`src/rtl/stpm_array.sv`:
```
// stpm_array: N-channel stepper motor phase sequencer.
//
// Each channel accepts a move command (direction, half/full-step mode,
// step count), latches it together with the shared step period, and walks
// its 8-entry coil phase table once per period until the count is exhausted.
// A one-cycle done pulse marks completion. The phase index survives between
// moves, so consecutive moves continue from the last coil position.
//
// Optional feature: define STPM_POS_EN to add o_Pos, a signed 16-bit
// per-channel position counter (+/-1 per half-step, +/-2 per full-step).
//
// Parameters:
//   NUM_CH  number of channels (1..16)
//   CYC_W   width of the per-channel step count
//   DIV_W   width of the clocks-per-step value
//
// Ports:
//   i_Clk      system clock
//   i_Rst      asynchronous active-low reset
//   i_Start    per-channel start strobe
//   i_Abort    per-channel abort strobe (wins over start)
//   i_Dir      per-channel direction, 1 = index increments
//   i_Half     per-channel mode, 1 = half-step
//   i_Cycles   per-channel step count, channel k at [k*CYC_W +: CYC_W]
//   i_Period   clocks per step, shared; 0 behaves as 1
//   o_Pwm      coil pattern, channel k at [k*4 +: 4]
//   o_Pos      (STPM_POS_EN only) position, channel k at [k*16 +: 16]
//   o_Busy     channel executing a move
//   o_Done     one-cycle completion pulse
//
// Per-channel states:
//   state   | meaning
//   ST_IDLE | coils off, waiting for a start
//   ST_RUN  | stepping; coils driven from the phase table
//   ST_DONE | one-cycle completion pulse, coils hold final position
module stpm_array #(
   parameter int NUM_CH = 4,
   parameter int CYC_W  = 10,
   parameter int DIV_W  = 16
) (
   input  logic                      i_Clk,
   input  logic                      i_Rst,
   input  logic [NUM_CH-1:0]         i_Start,
   input  logic [NUM_CH-1:0]         i_Abort,
   input  logic [NUM_CH-1:0]         i_Dir,
   input  logic [NUM_CH-1:0]         i_Half,
   input  logic [NUM_CH*CYC_W-1:0]   i_Cycles,
   input  logic [DIV_W-1:0]          i_Period,
   output logic [NUM_CH*4-1:0]       o_Pwm,
`ifdef STPM_POS_EN
   output logic [NUM_CH*16-1:0]      o_Pos,
`endif
   output logic [NUM_CH-1:0]         o_Busy,
   output logic [NUM_CH-1:0]         o_Done
);

   typedef enum logic [1:0] {
      ST_IDLE = 2'd0,
      ST_RUN  = 2'd1,
      ST_DONE = 2'd2
   } state_t;

   function automatic logic [3:0] phase_of(input logic [2:0] idx);
      logic [3:0] pat;
      pat = 4'b0000;
      case (idx)
         3'd0: pat = 4'b1000;
         3'd1: pat = 4'b1100;
         3'd2: pat = 4'b0100;
         3'd3: pat = 4'b0110;
         3'd4: pat = 4'b0010;
         3'd5: pat = 4'b0011;
         3'd6: pat = 4'b0001;
         3'd7: pat = 4'b1001;
         default: pat = 4'b0000;
      endcase
      return pat;
   endfunction

   // Period 0 is clamped to 1 so a zero period still advances every clock.
   logic [DIV_W-1:0] period_eff;
   assign period_eff = (i_Period == '0) ? DIV_W'(1) : i_Period;

   for (genvar k = 0; k < NUM_CH; k++) begin : g_ch
      state_t           state_q, state_d;
      logic [2:0]       idx_q;
      logic             dir_q, half_q;
      logic [CYC_W-1:0] rem_q;
      logic [DIV_W-1:0] per_q, tmr_q;
      logic [CYC_W-1:0] cyc_in;
      logic             go, tc, last;
      logic [2:0]       step;

      assign cyc_in = i_Cycles[k*CYC_W +: CYC_W];
      assign go     = i_Start[k] & ~i_Abort[k];
      assign tc     = (tmr_q == '0);
      assign last   = (rem_q == CYC_W'(1));
      assign step   = half_q ? 3'd1 : 3'd2;

      always_comb begin
         state_d = state_q;
         case (state_q)
            ST_IDLE: if (go) state_d = (cyc_in == '0) ? ST_DONE : ST_RUN;
            ST_RUN: begin
               if (i_Abort[k])       state_d = ST_IDLE;
               else if (tc && last)  state_d = ST_DONE;
            end
            ST_DONE: state_d = ST_IDLE;
            default: state_d = ST_IDLE;
         endcase
      end

      always_ff @(posedge i_Clk or negedge i_Rst) begin
         if (!i_Rst) state_q <= ST_IDLE;
         else        state_q <= state_d;
      end

      // The step timer counts down from period-1; reaching zero is one step.
      always_ff @(posedge i_Clk or negedge i_Rst) begin
         if (!i_Rst) begin
            idx_q  <= '0;
            dir_q  <= 1'b0;
            half_q <= 1'b0;
            rem_q  <= '0;
            per_q  <= '0;
            tmr_q  <= '0;
         end else begin
            case (state_q)
               ST_IDLE: begin
                  if (go) begin
                     dir_q  <= i_Dir[k];
                     half_q <= i_Half[k];
                     rem_q  <= cyc_in;
                     per_q  <= period_eff;
                     tmr_q  <= period_eff - DIV_W'(1);
                     // Full-step walks even entries only.
                     if (!i_Half[k]) idx_q[0] <= 1'b0;
                  end
               end
               ST_RUN: begin
                  if (!i_Abort[k]) begin
                     if (tc) begin
                        idx_q <= dir_q ? idx_q + step : idx_q - step;
                        rem_q <= rem_q - CYC_W'(1);
                        tmr_q <= per_q - DIV_W'(1);
                     end else begin
                        tmr_q <= tmr_q - DIV_W'(1);
                     end
                  end
               end
               default: ;
            endcase
         end
      end

`ifdef STPM_POS_EN
      logic [15:0] pos_q;
      always_ff @(posedge i_Clk or negedge i_Rst) begin
         if (!i_Rst) begin
            pos_q <= '0;
         end else if (state_q == ST_RUN && !i_Abort[k] && tc) begin
            pos_q <= dir_q ? pos_q + {13'd0, step} : pos_q - {13'd0, step};
         end
      end
      assign o_Pos[k*16 +: 16] = pos_q;
`endif

      assign o_Pwm[k*4 +: 4] = (state_q == ST_IDLE) ? 4'b0000 : phase_of(idx_q);
      assign o_Busy[k]       = (state_q == ST_RUN);
      assign o_Done[k]       = (state_q == ST_DONE);
   end

endmodule

```
`config.mk`:
```
export PLATFORM = sky130hd
export DESIGN_NAME = stpm_array
export DESIGN_NICKNAME = d
export VERILOG_FILES = /design/src/rtl/stpm_array.sv
export SDC_FILE = /design/constraint.sdc
export NUM_CORES = 1
export LEC_CHECK = 0
export BUFFER_PORTS_ARGS = -buffer_cell sky130_fd_sc_hd__buf_2
export CAP_MARGIN = 5
export CORE_MARGIN = 8
export CORE_UTILIZATION = 64
export CTS_BUF_LIST = sky130_fd_sc_hd__clkbuf_16
export CTS_CLUSTER_DIAMETER = 30
export DETAILED_ROUTE_END_ITERATION = 12
export PLACE_DENSITY = 0.91
export SYNTH_ARGS = -nofsm -noshare
export SYNTH_HDL_FRONTEND = slang
export SYNTH_SLANG_ARGS = --single-unit
```
`constraint.sdc`:
```
create_clock -name i_Clk -period 5.55 [get_ports i_Clk]
set_input_delay 1.11 -clock i_Clk [delete_from_list [all_inputs] [get_ports i_Clk]]
set_output_delay 1.11 -clock i_Clk [all_outputs]
set_load 0.01 [all_outputs]
```
==> results.md, run 1 <==
* # Post-CTS Setup Buffers at 0
* Reg-to-Reg End: g_ch[0].rem_q[9]
* Crit Path Class: in2reg
* Cell depth of the worst setup path at 13
* GR Overflow Total at 0
* Tot Pwr at 5.43 mW
* Clock-pin slew on the worst setup and hold paths at 0.07 ns
* Startpoint Class: primary input
* Worst hold slack at 0.490 ns
* Yosys reg bits at 196
* PwrDens at 411 mW/mm^2
* P&R area growth vs syn at 9.91%
* Maximum clock rate at 232 MHz
* Multi-input gate area at 0.00673 mm^2
* Comb pwr share at 31.1%
* Worst-Margin Slew at 1.20 ns
* Part of the power in registers at 46.2%
* Final cell count without fillers at 1812
* Area leader, netlist: dfrtp_1
* Crit path from: i_Period[4]
* Initial DRC count at 1601
* Fin nets at 1660
* Gate Count Post-Synth at 1505
* Gr usage total at 29.3%
* Share of the synthesized area in the top cell type at 40.8%
* Clock buffer count from CTS at 17
* Placed cells at 1780
* Leak at 5.64 nW
* Int Power at 3.20 mW
* Unrepaired setup endpoints after global routing: false
* Fin crit period at 4.32 ns
* CTS H-tree depth at 4
* Switching share of power at 41.0%
* Required time of the worst setup path at 5.88 ns
* Filler Cell Count at 1413
* Top delay family on crit path: simple AND/OR/NAND/NOR gates
* Die X at 153 um
* Root buffer cell: clkbuf_16
* Wire per inst at 19.3 um
* Register area at 0.00490 mm^2
* Clock tree sinks at 196
* Die area at 0.0234 mm^2
* Critical path's largest stage delay at 0.59 ns
* CTS tree: done
* Critical R2R Launch: g_ch[0].state_q[1]
* Synth Area per Inst at 7.98 um^2
* Final Max Slew Viols at 0
* CP max stage cell: or4b_1
* Total routed wirelength at 35.0 mm
* Drc violations at 0
* Reg2Reg Setup Slack at 1.78 ns
* Clk pwr share at 22.7%
* GPL Wtd Cong at 0.947
* Synth top cells by count: 326 x nand2_1, 196 x dfrtp_1, 156 x nor2_1
* DR vias/cell at 6.68
* P_sw at 2.23 mW
* Io pins at 98
* First-pass GRT wire length at 57.1 mm
* Ranking of synthesized cells by area: dfrtp_1 41%, nand2_1 10%, o21ai_0 5.2%, a21oi_1 5.0%, nor2_1 4.9%
* ANT nets after route at 0
* Hold depth at 2
* Cell Chain, Critical Path: buf_2 > or3_1 > or4_4 > nor2_1 > or2_2 > inv_1 > ha_1 > nor3b_1 > or4b_1 > nor4_1 > xnor2_1 > o221ai_1 > a21o_1
* Max-slew headroom at 19.5%
* Port Buffers at 97
* Unique masters post-synth at 79
* Detailed Place HPWL at 24.0 mm
* Sequential share of the synthesized area at 40.8%
* Final Skew at 0.0105 ns
* Syn_nets at 1600
* Crit path buffers/inverters at 2
* Setup violations, final at 0
* Most common cell in the netlist: nand2_1
* Initial core utilization at 64.7%
* Crit path to: g_ch[0].tmr_q[12]
* Via count at 12100
* Largest net degree at the start of global routing at 108
* Initial antenna violation count at 2
* Critical Path End Type: register
* Ys async rst share at 100%
* Final Cycle Share at 77.8%
* Synth warnings at 0
* Post-synth EDFFs at 0
* Diode count at 0
* CP arrival at 4.65 ns
* Drt first pass iters at 6
* Peak VDD IR at 243 uV
* Max_cap viols at 0
* HP Class: reg2reg
* Post_cts resized at 0
* # hold bufs at CTS at 0
* Crit-path max FO at 9
* Mapped cell area at 0.0120 mm^2
* Ys flop type: dfrtp_1
* R2R cell count at 7
* Core area at 0.0186 mm^2
* Vias in the first global route at 11300
* Outcome: finished, final reports clean
* Worst skew pair latency at 0.44 ns
* Max clock buf depth at 2
* Fin. Hold Viols at 0
* Setup TNS at 0 ns
* Share of layout cells above drive strength 1 at 11.7%
* Die height at 153 um
* Post-Route Utilization at 71.1%
* Cell Rows at 50
-- registers in the layout (all words and copies together) (netlist names) --
register      count
g_ch.tmr_q       64
g_ch.per_q       64
g_ch.dir_q        4
g_ch.rem_q       40
g_ch.idx_q       12
g_ch.half_q       4
g_ch.state_q      8
-- cell type report --
type / count / area share [%]
Multi-Input combinational cell: 1213 / 51.0
Sequential cell: 196 / 37.1
Timing Repair Buffer: 114 / 4.71
Clock buffer: 17 / 3.22
Tap cell: 234 / 2.22
Clock inverter: 15 / 1.11
Inverter: 23 / 0.654
-- how the worst min path moves through the flow --
| stage | slack, ns | from | end |
|---|---|---|---|
| 2_1_floorplan | 0.45 | g_ch[3].per_q[15] | g_ch[3].per_q[15] |
| 3_3_place_gp | 0.47 | g_ch[2].per_q[14] | g_ch[2].per_q[14] |
| 3_5_place_dp | 0.48 | g_ch[2].per_q[14] | g_ch[2].per_q[14] |
| 4_1_cts | 0.49 | g_ch[2].per_q[14] | g_ch[2].per_q[14] |
| 5_1_grt | 0.51 | g_ch[3].per_q[15] | g_ch[3].per_q[15] |
| 6_report | 0.49 | g_ch[2].per_q[14] | g_ch[2].per_q[14] |
-- per-layer routing --
| layer | part of all wire, % | up-vias | track usage [%] |
|---|---|---|---|
| met5 | 0.069 | - | 0 |
| met4 | 3.1 | 4 | 11.5 |
| met3 | 10 | 121 | 6.03 |
| met2 | 46 | 730 | 46.1 |
| met1 | 41 | 5740 | 39.2 |
| li1 | - | 5507 | - |
-- logic make-up (layout without fill, tap and decap cells) --
group / after synthesis / after routing / share of synthesized area (%)
DFF: 196 / 196 / 40.8
buffers and inverters: 96 / 169 / 3.28
AOI/OAI and AO/OA: 420 / 420 / 21.6
and+or+nand+nor: 713 / 713 / 27.2
adders and majority gates: 21 / 21 / 2.44
muxes: 11 / 11 / 1.08
xor gates and xnor gates: 48 / 48 / 3.50
-- worst reg2reg max path, delay by kind of cell (launching register included) --
kind             cells  cell delay (ns)
AO/OA/AOI/OAI        3             1.05
AND/OR/NAND/NOR      4             2.21
flip-flops           1             0.45
-- metrics by stage --
stage / cell area (um^2) / worst slack [ns]
2_1_floorplan: 12000 / 1.39
3_3_place_gp: 12600 / 0.987
3_5_place_dp: 12600 / 0.945
4_1_cts: 13200 / 1.36
5_1_grt: 13200 / 1.09
6_report: 13200 / 1.23
-- power by group through the flow --
stage	Clock, mW	Combinational [mW]	Sequential, mW
after floorplan	0	1.28	2.32
after global placement	0	1.57	2.47
after CTS	1.23	1.67	2.48
after detailed placement	0	1.65	2.49
after global routing	1.28	1.91	2.57
final	1.23	1.69	2.51
-- placed cells by master (no fill, tap or decap), types with 6 or more instances in the layout --
cell type / Yosys / final
a211oi_1: 9 / 9
a21o_1: 7 / 7
a21oi_1: 121 / 121
a221oi_1: 6 / 6
a22oi_1: 10 / 10
a31oi_1: 21 / 21
buf_2: 5 / 96
buf_4: 3 / 17
clkbuf_16: 0 / 17
dfrtp_1: 196 / 196
ha_1: 17 / 17
inv_1: 21 / 21
mux2_2: 6 / 6
nand2_1: 326 / 326
nand2b_1: 19 / 19
nand3_1: 49 / 49
nor2_1: 156 / 156
nor2b_1: 12 / 12
nor3_1: 48 / 48
nor3b_1: 8 / 8
nor4_1: 31 / 30
o211ai_1: 10 / 10
o21a_1: 8 / 8
o21ai_0: 126 / 126
o221ai_1: 7 / 7
o22ai_1: 20 / 20
o31ai_1: 9 / 9
or2_2: 6 / 6
or3_1: 9 / 9
or4_1: 9 / 9
or4_4: 7 / 7
xnor2_1: 30 / 30
xor2_1: 18 / 18
Note: power is estimated with default switching activity, not from simulation.
==> inputs of run 2 (changes only) <==
--- a/config.mk
+++ b/config.mk
@@ -8,11 +8,11 @@
 export BUFFER_PORTS_ARGS = -buffer_cell sky130_fd_sc_hd__buf_2
 export CAP_MARGIN = 5
 export CORE_MARGIN = 8
-export CORE_UTILIZATION = 64
+export CORE_UTILIZATION = 55
 export CTS_BUF_LIST = sky130_fd_sc_hd__clkbuf_16
 export CTS_CLUSTER_DIAMETER = 30
 export DETAILED_ROUTE_END_ITERATION = 12
-export PLACE_DENSITY = 0.91
+export PLACE_DENSITY = 0.84
 export SYNTH_ARGS = -nofsm -noshare
 export SYNTH_HDL_FRONTEND = slang
 export SYNTH_SLANG_ARGS = --single-unit
==> constraint.sdc (replaced) <==
create_clock -name i_Clk -period 3.66 [get_ports i_Clk]
set_input_delay 0.732 -clock i_Clk [delete_from_list [all_inputs] [get_ports i_Clk]]
set_output_delay 0.732 -clock i_Clk [all_outputs]
set_load 0.01 [all_outputs]
==> results.md, run 2 (same netlist as run 1, synthesis figures left out) <==
* Clock tree sinks at 196 (unchanged)
* Multi-input gate area at 0.00674 mm^2 (about the same)
* GPL Wtd Cong at 0.953 (+0.61%)
* PwrDens at 606 mW/mm^2 (+47%)
* CP arrival at 3.63 ns (-1.02 ns)
* Largest regs: g_ch.per_q x64, g_ch.tmr_q x64, g_ch.rem_q x40
* Commonest cells after routing, fill and taps aside: 326 x nand2_1, 196 x dfrtp_1, 156 x nor2_1
* Crit Path Class: in2reg
* Detailed Place HPWL at 25.0 mm (+4.0%)
* Setup WS post-layout at 0.328 ns (-0.904 ns)
* CP dominant cell by count: or4_4
* Final Cycle Share at 91.0%
* # hold bufs at CTS at 0 (unchanged)
* First-pass GRT wire length at 59.5 mm (+4.1%)
* Final Max Slew Viols at 0 (unchanged)
* Post_cts resized at 0 (unchanged)
* Total routed wirelength at 35.7 mm (+2.2%)
* Fin crit period at 3.33 ns
* Crit-path max FO at 4 (-5)
* Worst skew pair latency at 0.45 ns (about the same)
* HP Class: in2async
* Vias in the first global route at 11900 (+5.0%)
* P&R area growth vs syn at 13.7%
* Max_cap viols at 0 (unchanged)
* CTS H-tree depth at 4 (unchanged)
* Die area at 0.0268 mm^2 (+15%)
* Gr usage total at 27.1% (-2.2 points)
* Met2 WL at 16.4 mm (+2.1%)
* Max clock buf depth at 2 (unchanged)
* Largest net degree at the start of global routing at 115 (+6.5%)
* Initial core utilization at 55.6% (-9.1 points)
* Drt first pass iters at 6 (unchanged)
* Unrepaired setup endpoints after global routing: false
* Die height at 164 um (+7.0%)
* GR Overflow Total at 0 (unchanged)
* Final Skew at 0.0115 ns (+0.000965 ns)
* Clock-pin slew on the worst setup and hold paths at 0.08 ns (about the same)
* Leak at 5.89 nW (+4.5%)
* Diode count at 0 (unchanged)
* Port Buffers at 97 (unchanged)
* Max-slew headroom at 21.9% (+2.4 points)
* # Post-CTS Setup Buffers at 0 (unchanged)
* Via count at 12200 (+0.76%)
* DRT met1 WL at 14.5 mm (+2.1%)
* Worst hold slack at 0.214 ns (-0.275 ns)
* Fin. Hold Viols at 0 (unchanged)
* CP max stage cell: or4_4
* Critical Path End Type: register
* Cell Rows at 54 (+8.0%)
* Cell Chain, Critical Path: buf_2 > or4_4 > or4_4 > nor2_1 > or2_2 > inv_1 > ha_1 > nor3b_2 > nand2_1 > nor3_1 > xnor2_1 > buf_4 > nor4_1 > a21oi_1 > o211ai_1
* Reg2Reg Setup Slack at 0.50 ns (-1.28 ns)
* Post-Route Utilization at 63.2% (-7.9 points)
* Drc violations at 0 (unchanged)
* Filler Cell Count at 1822 (+29%)
* ANT nets after route at 0 (unchanged)
* Most common cell after layout, fill and taps aside: nand2_1
* Highest metal used: met4
* Peak VDD IR at 282 uV (+16%)
* DP Worst Slack at -0.0204 ns (-0.965 ns)
* Initial antenna violation count at 0 (-2)
* Clock buffer count from CTS at 17 (unchanged)
* Worst-Margin Slew at 1.16 ns (-0.0352 ns)
* Initial DRC count at 1312 (-18%)
* Die X at 164 um (+7.0%)
* Share of layout cells above drive strength 1 at 14.5% (+2.8 points)
* Root buffer cell: clkbuf_16
* Critical path's largest stage delay at 0.54 ns (-0.05 ns)
* Outcome: finished, final reports clean
* CTS tree: done
* Setup violations, final at 0 (unchanged)
* Met3 WL at 3.33 mm (-5.0%)
* Tot Pwr at 8.28 mW (+52%)
* Fin nets at 1710 (+3.0%)
* Register area at 0.00490 mm^2 (unchanged)
* Wire per inst at 18.7 um (-3.0%)
* DR vias/cell at 6.39 (-4.3%)
* Required time of the worst setup path at 3.96 ns (-1.92 ns)
* Core area at 0.0216 mm^2 (+16%)
* Io pins at 98 (unchanged)
* Maximum clock rate at 300 MHz
* Startpoint Class: primary input
run 2: cell count changes in the layout (fill, tap and decap cells not counted), sizes merged:
cell | previous run | this run
clkinv | 5 | 6
clkinvlp | 5 | 4
buf | 113 | 163
run 2: where the power goes:
group | total (mW) | switching, mW | internal [mW]
sequential | 3.79 | 0.898 | 2.89
combinational | 2.62 | 1.56 | 1.06
clock | 1.87 | 0.914 | 0.956
total | 8.28 | 3.37 | 4.91
run 2: final timing paths:
path	cells past startpoint	to	from
max	15	g_ch[2].tmr_q[8]	i_Period[3]
min	1	g_ch[0].idx_q[2]	i_Rst
max reg2reg	11	g_ch[0].tmr_q[12]	g_ch[0].tmr_q[7]
min reg2reg	2	g_ch[0].per_q[15]	g_ch[0].per_q[15]
max in group asynchronous	2	g_ch[1].tmr_q[3]	i_Rst
min in group i_Clk	3	g_ch[2].dir_q	i_Dir[2]
run 2: layout make-up:
| type | instances | share of cell area [%] |
|---|---|---|
| inverters | 23 | 0.632 |
| clock inverters | 15 | 1.07 |
| clock buffers | 17 | 3.11 |
| flip-flops and latches | 196 | 35.9 |
| repair buffers | 164 | 7.39 |
| multi-input cells | 1213 | 49.3 |
| well taps | 280 | 2.57 |
run 2: critical path: cells and delay by family:
kind            cells  cell delay [ns]
simple gates        8             1.66
compound gates      2             0.31
xor+xnor            1             0.30
buf+inv             3             0.41
fa+ha+maj           1             0.21
run 2: stage by stage:
stage	TNS (ns)	area [um^2]	cells
floorplan	0	12000	1505
global placement	0	13100	1876
detailed placement	-0.0405	13100	1876
CTS	0	13700	1908
global route	0	13700	1908
finish	0	13700	1908
run 2: layer usage:
metal | GRT usage [%] | vias to the layer above
met5 | 0 | -
met4 | 13.0 | 0
met3 | 5.59 | 117
met2 | 42.5 | 654
met1 | 35.5 | 5826
li1 | - | 5597
